**src/rtl/mem_arb_pkg.sv**
```systemverilog
// Shared types and defaults for the memory arbiter.
//   owner_e : which requester owns a memory access
//   tag_t   : {valid, owner} entry carried down the response tag pipeline
package mem_arb_pkg;

   typedef enum logic [1:0] {
      OWN_IF  = 2'd0,
      OWN_MEM = 2'd1,
      OWN_DBG = 2'd2
   } owner_e;

   typedef struct packed {
      logic   valid;
      owner_e owner;
   } tag_t;

   localparam int unsigned DEF_RD_LAT     = 1;
   localparam int unsigned DEF_STARVE_MAX = 4;

   // Byte address to memory word address; the low two bits are dropped.
   function automatic logic [29:0] word_addr(input logic [31:0] byte_addr);
      return byte_addr[31:2];
   endfunction

endpackage

```
**src/rtl/mem_arbiter_if.sv**
```systemverilog
// Bus bundle between the three requesters (IF, MEM, DBG), the single-port
// memory and the arbiter.
//   master : requester/memory side (drives requests and m_rdata)
//   slave  : arbiter side (drives grants, rvalids, rdata and m_* fields)
interface mem_arbiter_if;
   logic        if_req;
   logic [31:0] if_addr;
   logic        if_gnt;
   logic        if_rvalid;

   logic        mem_req;
   logic        mem_we;
   logic [3:0]  mem_be;
   logic [31:0] mem_addr;
   logic [31:0] mem_wdata;
   logic        mem_gnt;
   logic        mem_rvalid;

   logic        dbg_req;
   logic        dbg_we;
   logic [31:0] dbg_addr;
   logic [31:0] dbg_wdata;
   logic        dbg_gnt;
   logic        dbg_rvalid;

   logic [31:0] rdata;

   logic        m_en;
   logic        m_we;
   logic [3:0]  m_be;
   logic [29:0] m_addr;
   logic [31:0] m_wdata;
   logic [31:0] m_rdata;

   modport master (
      output if_req, if_addr, mem_req, mem_we, mem_be, mem_addr, mem_wdata,
             dbg_req, dbg_we, dbg_addr, dbg_wdata, m_rdata,
      input  if_gnt, if_rvalid, mem_gnt, mem_rvalid, dbg_gnt, dbg_rvalid, rdata,
             m_en, m_we, m_be, m_addr, m_wdata
   );

   modport slave (
      input  if_req, if_addr, mem_req, mem_we, mem_be, mem_addr, mem_wdata,
             dbg_req, dbg_we, dbg_addr, dbg_wdata, m_rdata,
      output if_gnt, if_rvalid, mem_gnt, mem_rvalid, dbg_gnt, dbg_rvalid, rdata,
             m_en, m_we, m_be, m_addr, m_wdata
   );
endinterface

```
**src/rtl/resp_tag_pipe.sv**
```systemverilog
// Fixed-depth shift register of response tags. A tag entering on i_tag
// appears on o_tag exactly DEPTH rising edges later.
//   i_clk, i_rst : clock, synchronous active-high reset (flushes all entries)
//   i_tag        : tag pushed this cycle (valid=0 for no access)
//   o_tag        : tag leaving the pipeline
module resp_tag_pipe
   import mem_arb_pkg::*;
#(
   parameter int unsigned DEPTH = 1
) (
   input  logic i_clk,
   input  logic i_rst,
   input  tag_t i_tag,
   output tag_t o_tag
);
   tag_t r_pipe [DEPTH];

   always_ff @(posedge i_clk) begin
      if (i_rst) begin
         for (int i = 0; i < int'(DEPTH); i++) begin
            r_pipe[i] <= '0;
         end
      end else begin
         r_pipe[0] <= i_tag;
         for (int i = 1; i < int'(DEPTH); i++) begin
            r_pipe[i] <= r_pipe[i-1];
         end
      end
   end

   assign o_tag = r_pipe[DEPTH-1];
endmodule

```
**src/rtl/mem_arbiter.sv**
```systemverilog
// Three-way arbiter for a single-port pipelined memory.
// Fixed priority MEM > DBG > IF; an IF requester denied STARVE_MAX cycles in a
// row is promoted to highest priority for one cycle. Grants are combinational;
// responses come back RD_LAT cycles after the grant, in grant order.
//   i_clk, i_rst : clock, synchronous active-high reset
//   io_bus       : requester handshakes and memory port (slave side)
module mem_arbiter
   import mem_arb_pkg::*;
#(
   parameter int unsigned RD_LAT     = DEF_RD_LAT,
   parameter int unsigned STARVE_MAX = DEF_STARVE_MAX
) (
   input logic          i_clk,
   input logic          i_rst,
   mem_arbiter_if.slave io_bus
);
   localparam int unsigned  CW         = $clog2(STARVE_MAX + 1);
   localparam logic [CW-1:0] STARVE_LIM = CW'(STARVE_MAX);

   logic [CW-1:0] r_starve;
   logic          w_promote;
   logic          w_gnt_if;
   logic          w_gnt_mem;
   logic          w_gnt_dbg;
   tag_t          w_tag_in;
   tag_t          w_tag_out;

   assign w_promote = (r_starve == STARVE_LIM);

   // Grant select; nothing is granted while reset is held.
   always_comb begin
      w_gnt_if  = 1'b0;
      w_gnt_mem = 1'b0;
      w_gnt_dbg = 1'b0;
      if (!i_rst) begin
         if (io_bus.if_req && w_promote) begin
            w_gnt_if = 1'b1;
         end else if (io_bus.mem_req) begin
            w_gnt_mem = 1'b1;
         end else if (io_bus.dbg_req) begin
            w_gnt_dbg = 1'b1;
         end else if (io_bus.if_req) begin
            w_gnt_if = 1'b1;
         end
      end
   end

   // Memory port mux and tag for the granted requester.
   always_comb begin
      io_bus.m_we      = 1'b0;
      io_bus.m_be      = 4'b0000;
      io_bus.m_addr    = '0;
      io_bus.m_wdata   = '0;
      w_tag_in         = '0;
      if (w_gnt_if) begin
         io_bus.m_be    = 4'b1111;
         io_bus.m_addr  = word_addr(io_bus.if_addr);
         w_tag_in.valid = 1'b1;
         w_tag_in.owner = OWN_IF;
      end else if (w_gnt_mem) begin
         io_bus.m_we    = io_bus.mem_we;
         // Loads always fetch the whole word.
         io_bus.m_be    = io_bus.mem_we ? io_bus.mem_be : 4'b1111;
         io_bus.m_addr  = word_addr(io_bus.mem_addr);
         io_bus.m_wdata = io_bus.mem_wdata;
         w_tag_in.valid = 1'b1;
         w_tag_in.owner = OWN_MEM;
      end else if (w_gnt_dbg) begin
         io_bus.m_we    = io_bus.dbg_we;
         io_bus.m_be    = 4'b1111;
         io_bus.m_addr  = word_addr(io_bus.dbg_addr);
         io_bus.m_wdata = io_bus.dbg_wdata;
         w_tag_in.valid = 1'b1;
         w_tag_in.owner = OWN_DBG;
      end
   end

   always_ff @(posedge i_clk) begin
      if (i_rst) begin
         r_starve <= '0;
      end else if (!io_bus.if_req || w_gnt_if) begin
         r_starve <= '0;
      end else if (r_starve != STARVE_LIM) begin
         r_starve <= r_starve + CW'(1);
      end
   end

   resp_tag_pipe #(
      .DEPTH(RD_LAT)
   ) u_tag_pipe (
      .i_clk(i_clk),
      .i_rst(i_rst),
      .i_tag(w_tag_in),
      .o_tag(w_tag_out)
   );

   assign io_bus.if_gnt     = w_gnt_if;
   assign io_bus.mem_gnt    = w_gnt_mem;
   assign io_bus.dbg_gnt    = w_gnt_dbg;
   assign io_bus.m_en       = w_gnt_if | w_gnt_mem | w_gnt_dbg;

   // Responses are suppressed during reset so nothing granted earlier leaks out.
   assign io_bus.if_rvalid  = !i_rst && w_tag_out.valid && (w_tag_out.owner == OWN_IF);
   assign io_bus.mem_rvalid = !i_rst && w_tag_out.valid && (w_tag_out.owner == OWN_MEM);
   assign io_bus.dbg_rvalid = !i_rst && w_tag_out.valid && (w_tag_out.owner == OWN_DBG);
   assign io_bus.rdata      = io_bus.m_rdata;
endmodule

```
**src/flat_wrapper.sv**
```systemverilog
// flat-port wrapper written by rule: the top's interface ports become plain ports
module mem_arbiter_flat import mem_arb_pkg::*;
#(
   parameter int unsigned RD_LAT     = DEF_RD_LAT,
   parameter int unsigned STARVE_MAX = DEF_STARVE_MAX
)
  (i_clk, i_rst, io_bus_if_req, io_bus_if_addr, io_bus_mem_req, io_bus_mem_we, io_bus_mem_be, io_bus_mem_addr, io_bus_mem_wdata, io_bus_dbg_req, io_bus_dbg_we, io_bus_dbg_addr, io_bus_dbg_wdata, io_bus_m_rdata, io_bus_if_gnt, io_bus_if_rvalid, io_bus_mem_gnt, io_bus_mem_rvalid, io_bus_dbg_gnt, io_bus_dbg_rvalid, io_bus_rdata, io_bus_m_en, io_bus_m_we, io_bus_m_be, io_bus_m_addr, io_bus_m_wdata);
  mem_arbiter_if io_bus_i ();
  input logic i_clk;
  input logic i_rst;
  input wire logic [$bits(io_bus_i.if_req)-1:0] io_bus_if_req;
  input wire logic [$bits(io_bus_i.if_addr)-1:0] io_bus_if_addr;
  input wire logic [$bits(io_bus_i.mem_req)-1:0] io_bus_mem_req;
  input wire logic [$bits(io_bus_i.mem_we)-1:0] io_bus_mem_we;
  input wire logic [$bits(io_bus_i.mem_be)-1:0] io_bus_mem_be;
  input wire logic [$bits(io_bus_i.mem_addr)-1:0] io_bus_mem_addr;
  input wire logic [$bits(io_bus_i.mem_wdata)-1:0] io_bus_mem_wdata;
  input wire logic [$bits(io_bus_i.dbg_req)-1:0] io_bus_dbg_req;
  input wire logic [$bits(io_bus_i.dbg_we)-1:0] io_bus_dbg_we;
  input wire logic [$bits(io_bus_i.dbg_addr)-1:0] io_bus_dbg_addr;
  input wire logic [$bits(io_bus_i.dbg_wdata)-1:0] io_bus_dbg_wdata;
  input wire logic [$bits(io_bus_i.m_rdata)-1:0] io_bus_m_rdata;
  output wire logic [$bits(io_bus_i.if_gnt)-1:0] io_bus_if_gnt;
  output wire logic [$bits(io_bus_i.if_rvalid)-1:0] io_bus_if_rvalid;
  output wire logic [$bits(io_bus_i.mem_gnt)-1:0] io_bus_mem_gnt;
  output wire logic [$bits(io_bus_i.mem_rvalid)-1:0] io_bus_mem_rvalid;
  output wire logic [$bits(io_bus_i.dbg_gnt)-1:0] io_bus_dbg_gnt;
  output wire logic [$bits(io_bus_i.dbg_rvalid)-1:0] io_bus_dbg_rvalid;
  output wire logic [$bits(io_bus_i.rdata)-1:0] io_bus_rdata;
  output wire logic [$bits(io_bus_i.m_en)-1:0] io_bus_m_en;
  output wire logic [$bits(io_bus_i.m_we)-1:0] io_bus_m_we;
  output wire logic [$bits(io_bus_i.m_be)-1:0] io_bus_m_be;
  output wire logic [$bits(io_bus_i.m_addr)-1:0] io_bus_m_addr;
  output wire logic [$bits(io_bus_i.m_wdata)-1:0] io_bus_m_wdata;
  assign io_bus_i.if_req = io_bus_if_req;
  assign io_bus_i.if_addr = io_bus_if_addr;
  assign io_bus_i.mem_req = io_bus_mem_req;
  assign io_bus_i.mem_we = io_bus_mem_we;
  assign io_bus_i.mem_be = io_bus_mem_be;
  assign io_bus_i.mem_addr = io_bus_mem_addr;
  assign io_bus_i.mem_wdata = io_bus_mem_wdata;
  assign io_bus_i.dbg_req = io_bus_dbg_req;
  assign io_bus_i.dbg_we = io_bus_dbg_we;
  assign io_bus_i.dbg_addr = io_bus_dbg_addr;
  assign io_bus_i.dbg_wdata = io_bus_dbg_wdata;
  assign io_bus_i.m_rdata = io_bus_m_rdata;
  assign io_bus_if_gnt = io_bus_i.if_gnt;
  assign io_bus_if_rvalid = io_bus_i.if_rvalid;
  assign io_bus_mem_gnt = io_bus_i.mem_gnt;
  assign io_bus_mem_rvalid = io_bus_i.mem_rvalid;
  assign io_bus_dbg_gnt = io_bus_i.dbg_gnt;
  assign io_bus_dbg_rvalid = io_bus_i.dbg_rvalid;
  assign io_bus_rdata = io_bus_i.rdata;
  assign io_bus_m_en = io_bus_i.m_en;
  assign io_bus_m_we = io_bus_i.m_we;
  assign io_bus_m_be = io_bus_i.m_be;
  assign io_bus_m_addr = io_bus_i.m_addr;
  assign io_bus_m_wdata = io_bus_i.m_wdata;
  mem_arbiter #(.RD_LAT(RD_LAT), .STARVE_MAX(STARVE_MAX)) u_core (.i_clk(i_clk), .i_rst(i_rst), .io_bus(io_bus_i));
endmodule
```
**config.mk**
```make
export PLATFORM = sky130hd
export DESIGN_NAME = mem_arbiter_flat
export DESIGN_NICKNAME = d
export VERILOG_FILES = /design/src/rtl/mem_arb_pkg.sv /design/src/rtl/mem_arbiter_if.sv /design/src/rtl/resp_tag_pipe.sv /design/src/rtl/mem_arbiter.sv /design/src/flat_wrapper.sv
export SDC_FILE = /design/constraint.sdc
export NUM_CORES = 1
export LEC_CHECK = 0
export BUFFER_PORTS_ARGS = -buffer_cell sky130_fd_sc_hd__clkbuf_2
export CAP_MARGIN = 20
export CORE_AREA = 2 2 120 122
export DETAILED_ROUTE_END_ITERATION = 8
export DIE_AREA = 0 0 122 124
export GPL_ROUTABILITY_DRIVEN = 0
export GPL_TIMING_DRIVEN = 0
export RECOVER_POWER = 100
export SLEW_MARGIN = 10
export SYNTH_ARGS = -nofsm -noshare
export SYNTH_HDL_FRONTEND = slang
export SYNTH_HIERARCHICAL = 1
export SYNTH_SLANG_ARGS = --single-unit
export TNS_END_PERCENT = 50
```
**constraint.sdc**
```tcl
create_clock -name i_clk -period 2.7 [get_ports i_clk]
set_input_delay 0.405 -clock i_clk [delete_from_list [all_inputs] [get_ports i_clk]]
set_output_delay 0.405 -clock i_clk [all_outputs]
set_load 0.01 [all_outputs]
```
# Word-level counts from Yosys, hierarchy flattened
# Memory sizes are Yosys's and may differ from the RTL's.
# Cells that the tools add are included.
dict set report totals {
  mem_bits_rw 3
  latch_bits 0
  n_memories 1
  output_inout_bits 106
  ff_bits 3
  romBits 0
  wordCells 53
}
dict set report op_classes {
  n_mux 33
  reduce_logical 11
  addsub 1
  magnitude_cmp 0
  bitwise 2
  multipliers 0
  eq_ne 4
  n_shift 0
  div 0
}
# memory depth width read_ports rd_clocked_by_memory_dff wr line
set mem_list {}
lappend mem_list {u_core.u_tag_pipe.r_pipe 1 3 1 0 1 resp_tag_pipe.sv:16} ;# tag_t r_pipe [DEPTH];
# operator count
set ops {}
lappend ops {{two-way mux 32 bit} 3}
lappend ops {{two-way mux 30 bit} 3}
lappend ops {{two-way mux 1 bit} 19}
lappend ops {{two-way mux 4 bit} 4}
lappend ops {{two-way mux 3 bit} 4}
lappend ops {{logical AND 1 bit} 5}
lappend ops {{adder 3 x 1 -> 3 bit, second input constant} 1}
lappend ops {{== test 3 bit, second input constant} 1}
lappend ops {{inequality test 3 bit, second input constant} 1}
lappend ops {{OR reduction 3 bit} 1}
lappend ops {{== test 2 x 1 -> 1 bit, second input constant} 1}
lappend ops {{== test 2 bit, second input constant} 1}
lappend ops {{zero test 1 bit} 2}
lappend ops {{zero test 2 bit} 1}
lappend ops {{bitwise OR 1 bit} 2}
lappend ops {{OR reduction 2 bit} 1}
lappend ops {{logical OR 1 bit} 1}

# Depth between registers and ports, before layout
# Gate-level depths: netlist of the first run.
dict set report logic_depth {
  word_depth 8
  mapped_depth 7
}

# By module
# Netlist of the first run, hierarchy kept.
# module cells_each area_each_um2 instances seq_area_each_um2
set by_module_without_submodules {}
lappend by_module_without_submodules {mem_arbiter 187 1487.7 1 60.1}
lappend by_module_without_submodules {resp_tag_pipe 6 78.8 1 60.1}

# Least setup slack after synthesis of the first run
# OpenSTA, ideal clock, no wires.
dict set report synth_path {
  kind {register to output}
  startpoint {reg u_core.r_starve[0]}
  endpoint {out io_bus_m_wdata[0]}
  n_path_buf 2
  arrival_time_ns 1.533
  path_slack_ns 0.762
  required_ns 2.295
  stages_incl_launch_ff 8
  path_cell_list {dfxtp_1 inv_1 ha_1 and3_1 nor3b_4 buf_4 buf_4 a22o_1}
}
dict set report synth_via {
  elab_chain_len 7
}
# element line
set synth_rtl {}
lappend synth_rtl {{from (decl)} mem_arbiter.sv:20} ;# logic [CW-1:0] r_starve;
lappend synth_rtl {{from (signal assigned)} mem_arbiter.sv:84} ;# r_starve <= r_starve + CW'(1);
lappend synth_rtl {{== test 3 bit (*)} mem_arbiter.sv:28} ;# assign w_promote = (r_starve == STARVE_LIM);
lappend synth_rtl {{logical AND 1 bit (*)} mem_arbiter.sv:36} ;# if (io_bus.if_req && w_promote) begin
lappend synth_rtl {{two-way mux 1 bit} mem_arbiter.sv:36}
lappend synth_rtl {{two-way mux 1 bit} mem_arbiter.sv:35} ;# if (!i_rst) begin
lappend synth_rtl {{two-way mux 32 bit} mem_arbiter.sv:68} ;# end else if (w_gnt_dbg) begin
lappend synth_rtl {{two-way mux 32 bit} mem_arbiter.sv:60} ;# end else if (w_gnt_mem) begin
lappend synth_rtl {{two-way mux 32 bit (*)} mem_arbiter.sv:55} ;# if (w_gnt_if) begin
lappend synth_rtl {{to (decl)} flat_wrapper.sv:34} ;# output wire logic [$bits(io_bus_i.m_wdata)-1:0] io_bus_m_wdata;
# Mark *: on every way between the ends. The rest lies on a longest branch, timed or not.

# Worst setup path in the final report of the first run
dict set report layout_path {
  startpoint {reg u_core.r_starve[0]}
  endpoint {out io_bus_m_wdata[30]}
}
# The elaborated chain is that of the path after synthesis.

==> qor.yml, run 1 <==
flow_run:
  max_cap_viol_count: 0
critical_path:
  critical_path_required_ns: 2.30
  rrSetupSlack_ns: 0.80
  worstSetupStartpointType: "flop"
  cp.arrival_ns: 2.16
  worstReg2RegEnd: "u_core/u_tag_pipe/r_pipe[0][2]"
  worst-path-max-fanout: 10
  endpoint_kind: "output port"
  r2r_cells: 8
  startpoint: "u_core/r_starve[0]"
  critPathKind: "reg2out"
  r2r_start: "u_core/r_starve[0]"
floorplanning:
  start_util: 0.1142
  placementRows: 43
  ios: 309
  coreArea_mm2: 0.01372
  die-area_mm2: 0.01513
  die_x_um: 122
  die_y_um: 124
power_and_ir_drop:
  leakagePower_nw: 1.724
  ir_drop_mv: 0.1482
  p_per_area_mw_per_mm2: 247.6
  p_int_uw: 517.6
  pwr-share-clk: 0.310
  swShare: 0.3275
  power.total_uw: 769.7
  pwr-share-seq: 0.123
  switching_power_uw: 252.1
  combinationalPowerShare: 0.567
synth:
  syn_area_per_cell_um2: 8.117
  netlist_instances: 193
  yosysWarningCount: 6
  seq_area_frac_synth: 0.07668
  synth_nets: 398
  syn_area_mm2: 0.001567
  synthDistinctLibCells: 26
  ys_seq_elements: 6
routing:
  drt-total-wl_um: 9144
  wl_met3_um: 922
  dr_wl_met2_um: 4668
  first_pass_iters: 4
  via_per_inst: 4.117
  drt_iter0_drc: 55
  drc: 0
  top_layer: "met4"
  vias: 2664
  antenna_left: 0
  wl_per_cell_um: 14.13
  wl_met1_um: 3426
global_route:
  grt_pass1_wl_um: 12100
  grt_use_total: 0.1030
  gr-total-overflow: 0
  grt_start_max_net_pins: 11
  antenna_found_initial: 0
  grt_pass1_vias: 2404
finish:
  num-fill-cells: 1606
  area_delta_synth_final_pct: 98.40
  fin_nets: 674
  register_area_um2: 120.1
  fin_util: 0.2265
  drive_gt1_frac: 0.5161
  multi_input_area_mm2: 0.001050
  antenna_cells: 0
clock_tree:
  insertion_delay_ns: 0.23
  ctsLongestPathBuffers: 2
  cts_root_buf: "clkbuf_16"
  cts_max_level: 1
  clk_pin_slew_ns: 0.03
  postCtsSetupBuffers: 0
  cts_sinks: 6
  cts_resized: 0
  ctsHoldBuffers: 0
  cts_tree: "done"
  cts_made_buffers: 3
sta:
  skew_ns: 0.002414
  slew_viol_final: 0
  max_freq_ghz: 0.3899
  hold_viol_final: 0
  fin_crit_ns: 2.565
  relSlewSlack: 0.7076
  holdWs_ns: 0.3868
  worst_slew_pin_slew_ns: 0.4386
  tns_ns: 0
  finalCritPeriodShare: 0.9499
  rsz0062_at_grt: "no"
  finalSetupViolCount: 0
place:
  dpl.hpwl_um: 7987
  io_buffers: 270
hold_path:
  whs_endpoint: "u_core/u_tag_pipe/r_pipe[0][1]"
  min_from: "i_rst"
  worst_hold_path_type: "in2reg"
  holdPathStages: 2
status:
  outcome: "finished clean"
through the flow:
stage | setup slack [ns] | instances | instance area, um^2
finish | 0.1354 | 647 | 3108
global route | 0.005164 | 647 | 3108
CTS | 0.03918 | 646 | 3218
detailed placement | 0.2814 | 643 | 3143
global placement | 0.2634 | 643 | 3143
floorplan | 0.7617 | 193 | 1567
synth_stat cells (all sizes together):
library cell / count / area (um^2)
buf: 48 / 360.3
a22o: 34 / 297.8
and3: 31 / 193.9
a221o: 29 / 290.3
nor2b: 7 / 48.80
clkbuf: 6 / 22.52
dfxtp: 6 / 120.1
a211o: 4 / 35.03
nand2b: 4 / 25.02
nor2: 4 / 15.01
and2: 2 / 12.51
ha: 2 / 25.02
inv: 2 / 7.510
nand2: 2 / 7.510
nor3: 2 / 10.01
nor3b: 2 / 26.28
nor4bb: 2 / 20.02
or3: 2 / 12.51
a22oi: 1 / 7.510
a2bb2oi: 1 / 15.01
nand3: 1 / 5.000
nor4b: 1 / 8.760
worst max-delay path, cell delays in order (launching register included):
cell and delay, ns:
dfxtp_1 0.35, inv_1 0.05, ha_1 0.23, and3_1 0.25, nor3b_4 0.19, buf_4 0.17, buf_4 0.19, buf_4 0.19
a22o_1 0.15, clkbuf_1 0.16
flip-flops by register name, indices dropped and copies added (netlist names):
| register | cells |
|---|---|
| u_core/r_starve | 3 |
| u_core/u_tag_pipe/r_pipe | 3 |
layout by cell type (no fill, tap or decap), types with 4 or more instances in the layout:
master	Yosys	routed
nand2b_1	4	4
a22o_1	34	34
and3_1	31	31
a211o_1	4	4
clkbuf_2	0	191
a221o_1	29	29
dfxtp_1	6	6
nor2b_1	5	5
buf_4	38	39
nor2_1	4	4
clkbuf_1	6	90
per-layer routing:
metal,global-route usage,up-vias
li1,-,1284
met1,0.1160,1194
met2,0.2046,174
met3,0.01374,12
met4,0.02083,0
met5,0,-
area by class of cell:
class | instances | area share
inverters | 2 | 0.002415
flip-flops and latches | 6 | 0.03865
clock buffers | 3 | 0.02415
multi-input cells | 131 | 0.3378
repair buffers | 271 | 0.4038
plain buffers | 54 | 0.1208
well taps | 180 | 0.07246
cell families (layout without fill, tap and decap cells):
family,after synthesis,count (layout),share of synthesized area
AO/OA/AOI/OAI,69,69,0.4121
AND/OR/NAND/NOR,60,60,0.2460
buffers and inverters,56,330,0.2492
flip-flops,6,6,0.07668
adder cells (fa/ha/maj),2,2,0.01597
power by group through the flow:
stage               registers (mW)  clock network (mW)  logic, mW
global route                0.0949               0.244      0.479
CTS                         0.0946               0.239      0.464
detailed placement          0.0957                   0      0.463
finish                      0.0946               0.238      0.437
global placement            0.0956                   0      0.461
floorplan                   0.0953                   0      0.220
how the worst max path moves through the flow:
stage	endpoint	slack [ns]	depth (start not counted)
after global placement	io_bus_m_wdata[30]	0.26	8
final	io_bus_m_wdata[30]	0.14	9
after CTS	io_bus_m_wdata[30]	0.04	8
after detailed placement	io_bus_m_wdata[30]	0.28	8
after global routing	io_bus_m_wdata[30]	0.005	9
after floorplan	io_bus_m_wdata[0]	0.76	7
Power figures use the tool's default switching activity.
==> run 2: changes to the inputs <==
--- a/config.mk
+++ b/config.mk
@@ -7,9 +7,9 @@
 export LEC_CHECK = 0
 export BUFFER_PORTS_ARGS = -buffer_cell sky130_fd_sc_hd__clkbuf_2
 export CAP_MARGIN = 20
-export CORE_AREA = 2 2 120 122
+export CORE_AREA = 2 2 121 123
 export DETAILED_ROUTE_END_ITERATION = 8
-export DIE_AREA = 0 0 122 124
+export DIE_AREA = 0 0 123 125
 export GPL_ROUTABILITY_DRIVEN = 0
 export GPL_TIMING_DRIVEN = 0
 export RECOVER_POWER = 100
==> constraint.sdc (replaced) <==
create_clock -name i_clk -period 2.13 [get_ports i_clk]
set_input_delay 0.3195 -clock i_clk [delete_from_list [all_inputs] [get_ports i_clk]]
set_output_delay 0.3195 -clock i_clk [all_outputs]
set_load 0.01 [all_outputs]
==> run 2 against run 1 <==
Compared with the run above: the flow now finishes with violations (negative setup slack); power is 32% higher; routed wire length fell by 1.4%; setup slack got worse by 0.17 ns; sequential share of layout area is 0.19 points lower; critical endpoint is now io_bus_m_addr[2]; largest cell class unchanged; highest routed layer unchanged.
==> qor.yml, run 2 (synthesis gave the netlist of run 1 again) <==
status:
  outcome: "complete, but fails checks"
  violations: "negative setup slack"
global_route:
  top_usage_layer: "met2"
  use_met2: 0.2015  # -0.003114
  gr-total-overflow: 0  # unchanged
  grt_start_max_net_pins: 11  # unchanged
  grt_pass1_wl_um: 12150  # +0.45%
  grt_util_met1: 0.1059  # -0.01012
  antenna_found_initial: 0  # unchanged
  met3_usage: 0.02692  # +0.01318
  grt_use_total: 0.1011  # -0.001875
  grt_pass1_vias: 2382  # -0.92%
floorplanning:
  ios: 309  # unchanged
  die_x_um: 123  # +0.82%
  start_util: 0.1103  # -0.003893
  die_y_um: 125  # +0.81%
  coreArea_mm2: 0.01420  # +3.5%
  placementRows: 44  # +2.3%
  die-area_mm2: 0.01538  # +1.6%
routing:
  drt-total-wl_um: 9012  # -1.4%
  antenna_left: 0  # unchanged
  drc: 0  # unchanged
  first_pass_iters: 4  # unchanged
  via_per_inst: 4.056  # -1.5%
  vias: 2665  # +0.038%
  wl_per_cell_um: 13.72  # -2.9%
  drt_iter0_drc: 86  # +56%
hold_path:
  worst_hold_path_type: "in2reg"
critical_path:
  cp.arrival_ns: 1.85  # -0.31 ns
  endpoint_kind: "output port"
  critPathKind: "reg2out"
  worst-path-max-fanout: 7  # -3
  worstSetupStartpointType: "flop"
  critical_path_required_ns: 1.81  # -0.49 ns
power_and_ir_drop:
  pwr-share-clk: 0.297  # -0.013
  leakagePower_nw: 1.958  # +14%
  power.total_mw: 1.019  # +32%
  combinationalPowerShare: 0.585  # +0.018
  swShare: 0.3219  # -0.005644
  ir_drop_mv: 0.1896  # +28%
  pwr-share-seq: 0.118  # -0.005
  switching_power_uw: 328.1  # +30%
  p_int_uw: 691.3  # +34%
  p_per_area_mw_per_mm2: 305.8  # +24%
sta:
  slew_viol_final: 0  # unchanged
  finalCritPeriodShare: 1.017
  tns_ns: -0.2632  # -0.2632 ns
  holdWs_ns: 0.3150  # -0.07180 ns
  setup_slack_ns: -0.03664  # -0.1720 ns
  hold_viol_final: 0  # unchanged
  skew_ns: 0.003974  # +0.001560 ns
  fin_crit_ns: 2.167
  relSlewSlack: 0.7157  # +0.008060
  max_freq_ghz: 0.4615
  rsz0062_at_grt: "yes"
  worst_slew_pin_slew_ns: 0.4265  # -0.01209 ns
  finalSetupViolCount: 12  # +12
finish:
  top_regs: "u_core/r_starve x3, u_core/u_tag_pipe/r_pipe x3"
  antenna_cells: 0  # unchanged
  fin_nets: 680  # +0.89%
  final_cell_mix: "clkbuf_2, buf_4, clkbuf_1, a22o_1, and3_1"
  num-fill-cells: 1644  # +2.4%
  stdcell_area_mm2: 0.003333  # +7.2%
  drive_gt1_frac: 0.6533  # +0.1372
  area_delta_synth_final_pct: 112.8
  final_common_cell: "clkbuf_2"
place:
  io_buffers: 270  # unchanged
  place_area_mm2: 0.003148  # +0.16%
  dpl.hpwl_um: 7982  # about the same
  place_ws_ns: -0.1156  # -0.3970 ns
clock_tree:
  clk_pin_slew_ns: 0.04  # about the same
  cts_max_level: 1  # unchanged
  ctsLongestPathBuffers: 2  # unchanged
  ctsHoldBuffers: 0  # unchanged
  cts_made_buffers: 3  # unchanged
  insertion_delay_ns: 0.23  # about the same
  cts_root_buf: "clkbuf_16"
  cts_tree: "done"
  cts_sinks: 6  # unchanged
flow_run:
  max_cap_viol_count: 0  # unchanged
==> run 2: final cells by class <==
| type | count | area (um^2) | share of cell area |
|---|---|---|---|
| timing repair buffer | 277 | 1393 | 0.4178 |
| tap | 184 | 230.2 | 0.06907 |
| sequential | 6 | 122.6 | 0.03679 |
| multi-input combinational | 131 | 1089 | 0.3266 |
| buffer | 54 | 416.7 | 0.1250 |
| clock buffer | 3 | 75.07 | 0.02252 |
| inverter | 2 | 7.507 | 0.002252 |
==> run 2: power by group through the flow <==
stage | combinational [mW] | sequential (mW) | clock (mW)
3_3_place_gp | 0.588 | 0.121 | 0
4_1_cts | 0.610 | 0.120 | 0.308
6_report | 0.596 | 0.120 | 0.303
5_1_grt | 0.653 | 0.121 | 0.314
2_1_floorplan | 0.279 | 0.121 | 0
3_5_place_dp | 0.589 | 0.121 | 0
==> run 2: metal layers <==
| metal | wire length [um] | vias up |
|---|---|---|
| li1 | - | 1301 |
| met1 | 3186 | 1179 |
| met2 | 4652 | 181 |
| met3 | 1126 | 4 |
| met4 | 46 | 0 |
| met5 | 0 | - |
==> run 2: repair_timing <==
action,CTS,global route
buffers inserted,4,1
gates cloned,1,1
gates resized for setup,25,17
pin swaps,4,2
endpoints found under the setup margin,67,61
==> run 2: final timing paths <==
kind	slack [ns]	to	start	cells past startpoint
max reg2reg	0.52	u_core/u_tag_pipe/r_pipe[0][2]	u_core/r_starve[1]	8
min	0.32	u_core/u_tag_pipe/r_pipe[0][2]	i_rst	2
min reg2reg	0.42	u_core/r_starve[0]	u_core/r_starve[0]	1
max	-0.04	io_bus_m_addr[2]	u_core/r_starve[1]	9
==> run 2: through the flow <==
stage,util,instances
2_1_floorplan,-,193
3_3_place_gp,0.2216,647
3_5_place_dp,0.2216,647
4_1_cts,0.2361,655
5_1_grt,0.2347,657
6_report,0.2347,657
==> run 2: critical path, cell delays in order, from the launching register on <==
cell and delay [ns]:
dfxtp_2 0.31, inv_2 0.06, ha_4 0.16, and3_4 0.21, nor3b_4 0.04, buf_6 0.13, buf_8 0.13, buf_6 0.13
a221o_1 0.30, clkbuf_2 0.14
==> run 3: changes to the inputs <==
==> constraint.sdc (replaced) <==
create_clock -name i_clk -period 2.13 [get_ports i_clk]
set_input_delay 0.5325 -clock i_clk [delete_from_list [all_inputs] [get_ports i_clk]]
set_output_delay 0.5325 -clock i_clk [all_outputs]
set_load 0.01 [all_outputs]
==> run 3 against run 2 <==
Compared with the run above: the run still ends with negative setup slack left; design area grew 6.0%; sequential power about the same; critical path depth did not move; cell count increased by 1.1%; global-route usage up 0.20 points; register-to-register slack lost 0.03 ns; clock skew about the same; core utilization up 1.4 points; via count up 0.68%; routed wire length rose by 2.6%; hold slack gained 0.23 ns; fmax decreased by 9.3%; critical path type unchanged; largest cell class unchanged.
==> qor.yml, run 3 (synthesis gave the netlist of run 1 again) <==
status:
  outcome: "complete, but fails checks"
  violations: "negative setup slack"
finish:
  final_common_cell: "clkbuf_2"
  top_regs: "u_core/r_starve x3, u_core/u_tag_pipe/r_pipe x3"
  area_delta_synth_final_pct: 125.6
  stdcell_area_mm2: 0.003535  # +6.0%
  final_cell_mix: "clkbuf_2, buf_4, a22o_1, and3_1, a221o_1"
  multi_input_area_mm2: 0.001112  # +2.2%
  register_area_um2: 122.6  # unchanged
  fin_nets: 687  # +1.0%
  drive_gt1_frac: 0.7396  # +0.08631
  antenna_cells: 0  # unchanged
  num-fill-cells: 1623  # -1.3%
global_route:
  met3_usage: 0.02646  # -0.0004562
  grt_util_met1: 0.1079  # +0.001931
  antenna_found_initial: 0  # unchanged
  grt_start_max_net_pins: 11  # unchanged
  grt_pass1_vias: 2444  # +2.6%
  top_usage_layer: "met2"
  grt_use_total: 0.1030  # +0.001964
  use_met2: 0.2064  # +0.004875
  gr-total-overflow: 0  # unchanged
  grt_pass1_wl_um: 12400  # +2.0%
power_and_ir_drop:
  switching_power_uw: 335.4  # +2.2%
  p_int_uw: 721.3  # +4.3%
  pwr-share-clk: 0.287  # -0.010
  pwr-share-seq: 0.114  # -0.004
  combinationalPowerShare: 0.599  # +0.014
  ir_drop_mv: 0.1846  # -2.6%
  swShare: 0.3174  # -0.004459
  leakagePower_nw: 2.139  # +9.2%
  p_per_area_mw_per_mm2: 298.9  # -2.3%
critical_path:
  critical-path-slowest-cell: "dfxtp_2"
  critPathKind: "reg2out"
  cp.arrival_ns: 1.86  # about the same
  max_stage_delay_ns: 0.31  # about the same
  worstSetupStartpointType: "flop"
  worst-path-max-fanout: 7  # unchanged
  crit_chain: "inv_2 > ha_4 > and3_4 > nor3b_4 > buf_6 > buf_8 > buf_6 > a221o_1 > clkbuf_2"
  path_common_cell: "buf_6"
  endpoint_kind: "output port"
  critical_path_required_ns: 1.60  # -0.21 ns
sta:
  skew_ns: 0.003976  # +0.000001630 ns
  slew_viol_final: 0  # unchanged
  relSlewSlack: 0.8390  # +0.1233
  setup_slack_ns: -0.2598  # -0.2232 ns
  finalCritPeriodShare: 1.122  # +0.1048
  tns_ns: -11.44  # -11.18 ns
  max_freq_ghz: 0.4184  # -9.3%
  worst_slew_pin_slew_ns: 0.2383  # -0.1882 ns
  fin_crit_ns: 2.390  # +0.2232 ns
  finalSetupViolCount: 68  # +56
  hold_viol_final: 0  # unchanged
  rsz0062_at_grt: "yes"
routing:
  via_per_inst: 4.041  # -0.39%
  wl_per_cell_um: 13.92  # +1.5%
  vias: 2683  # +0.68%
  drt-total-wl_um: 9245  # +2.6%
  drt_iter0_drc: 73  # -15%
  antenna_left: 0  # unchanged
  drc: 0  # unchanged
  first_pass_iters: 4  # unchanged
clock_tree:
  ctsHoldBuffers: 0  # unchanged
  cts_made_buffers: 3  # unchanged
  insertion_delay_ns: 0.23  # about the same
  cts_sinks: 6  # unchanged
  ctsLongestPathBuffers: 2  # unchanged
  cts_root_buf: "clkbuf_16"
  cts_max_level: 1  # unchanged
  cts_tree: "done"
  clk_pin_slew_ns: 0.04  # about the same
place:
  dpl.hpwl_um: 7982  # unchanged
  io_buffers: 270  # unchanged
  place_ws_ns: -0.4362  # -0.3206 ns
  place_area_mm2: 0.003148  # unchanged
flow_run:
  max_cap_viol_count: 0  # unchanged
floorplanning:
  placementRows: 44  # unchanged
  die-area_mm2: 0.01538  # unchanged
  die_y_um: 125  # unchanged
  die_x_um: 123  # unchanged
  start_util: 0.1103  # unchanged
  ios: 309  # unchanged
  coreArea_mm2: 0.01420  # unchanged
hold_path:
  worst_hold_path_type: "in2reg"
run 3: metal layers:
| layer | share of wire | wire length, um | vias up |
|---|---|---|---|
| met5 | 0 | 0 | - |
| li1 | - | - | 1319 |
| met2 | 0.52 | 4809 | 188 |
| met1 | 0.35 | 3216 | 1172 |
| met3 | 0.13 | 1172 | 4 |
| met4 | 0.0050 | 46 | 0 |
run 3: final cells by class:
type,count,share of cell area
multi-input combinational,131,0.3147
timing repair buffer,284,0.4308
tap,184,0.06513
clock buffer,3,0.02124
buffer,54,0.1313
sequential,6,0.03469
inverter,2,0.002124
run 3: worst paths after layout:
kind	start	to	slack, ns	cells after the start
setup / recovery	u_core/r_starve[0]	io_bus_m_addr[2]	-0.26	9
hold reg to reg	u_core/r_starve[2]	u_core/r_starve[2]	0.58	2
setup reg to reg	u_core/r_starve[0]	u_core/u_tag_pipe/r_pipe[0][2]	0.49	7
hold / removal	i_rst	u_core/u_tag_pipe/r_pipe[0][2]	0.55	2
run 3: repair_timing:
item,CTS,global route
setup endpoints to repair,70,70
pin swaps,16,4
resized for setup,48,25
cloned,3,1
setup buffers,7,3
run 3: per-stage QoR:
stage	utilization	std cells	hold slack [ns]	total power, mW
after floorplan	-	193	0.4173	0.4000
after global placement	0.2216	647	0.4324	0.7090
after detailed placement	0.2216	647	0.4406	0.7102
after CTS	0.2446	660	0.5020	1.057
after global routing	0.2489	664	0.5568	1.125
final	0.2489	664	0.5467	1.057
run 3: power groups by stage:
stage	Clock, mW	Sequential (mW)	Combinational [mW]
after floorplan	0	0.121	0.279
after global placement	0	0.121	0.588
after detailed placement	0	0.121	0.589
after CTS	0.308	0.120	0.629
after global routing	0.314	0.121	0.690
final	0.303	0.120	0.633
run 3: critical path: cells and delay by family (launching register included):
family / cells / cell delay [ns]
buf+inv: 5 / 0.61
flops: 1 / 0.31
compound gates: 1 / 0.29
simple gates: 2 / 0.25
fa+ha+maj: 1 / 0.17
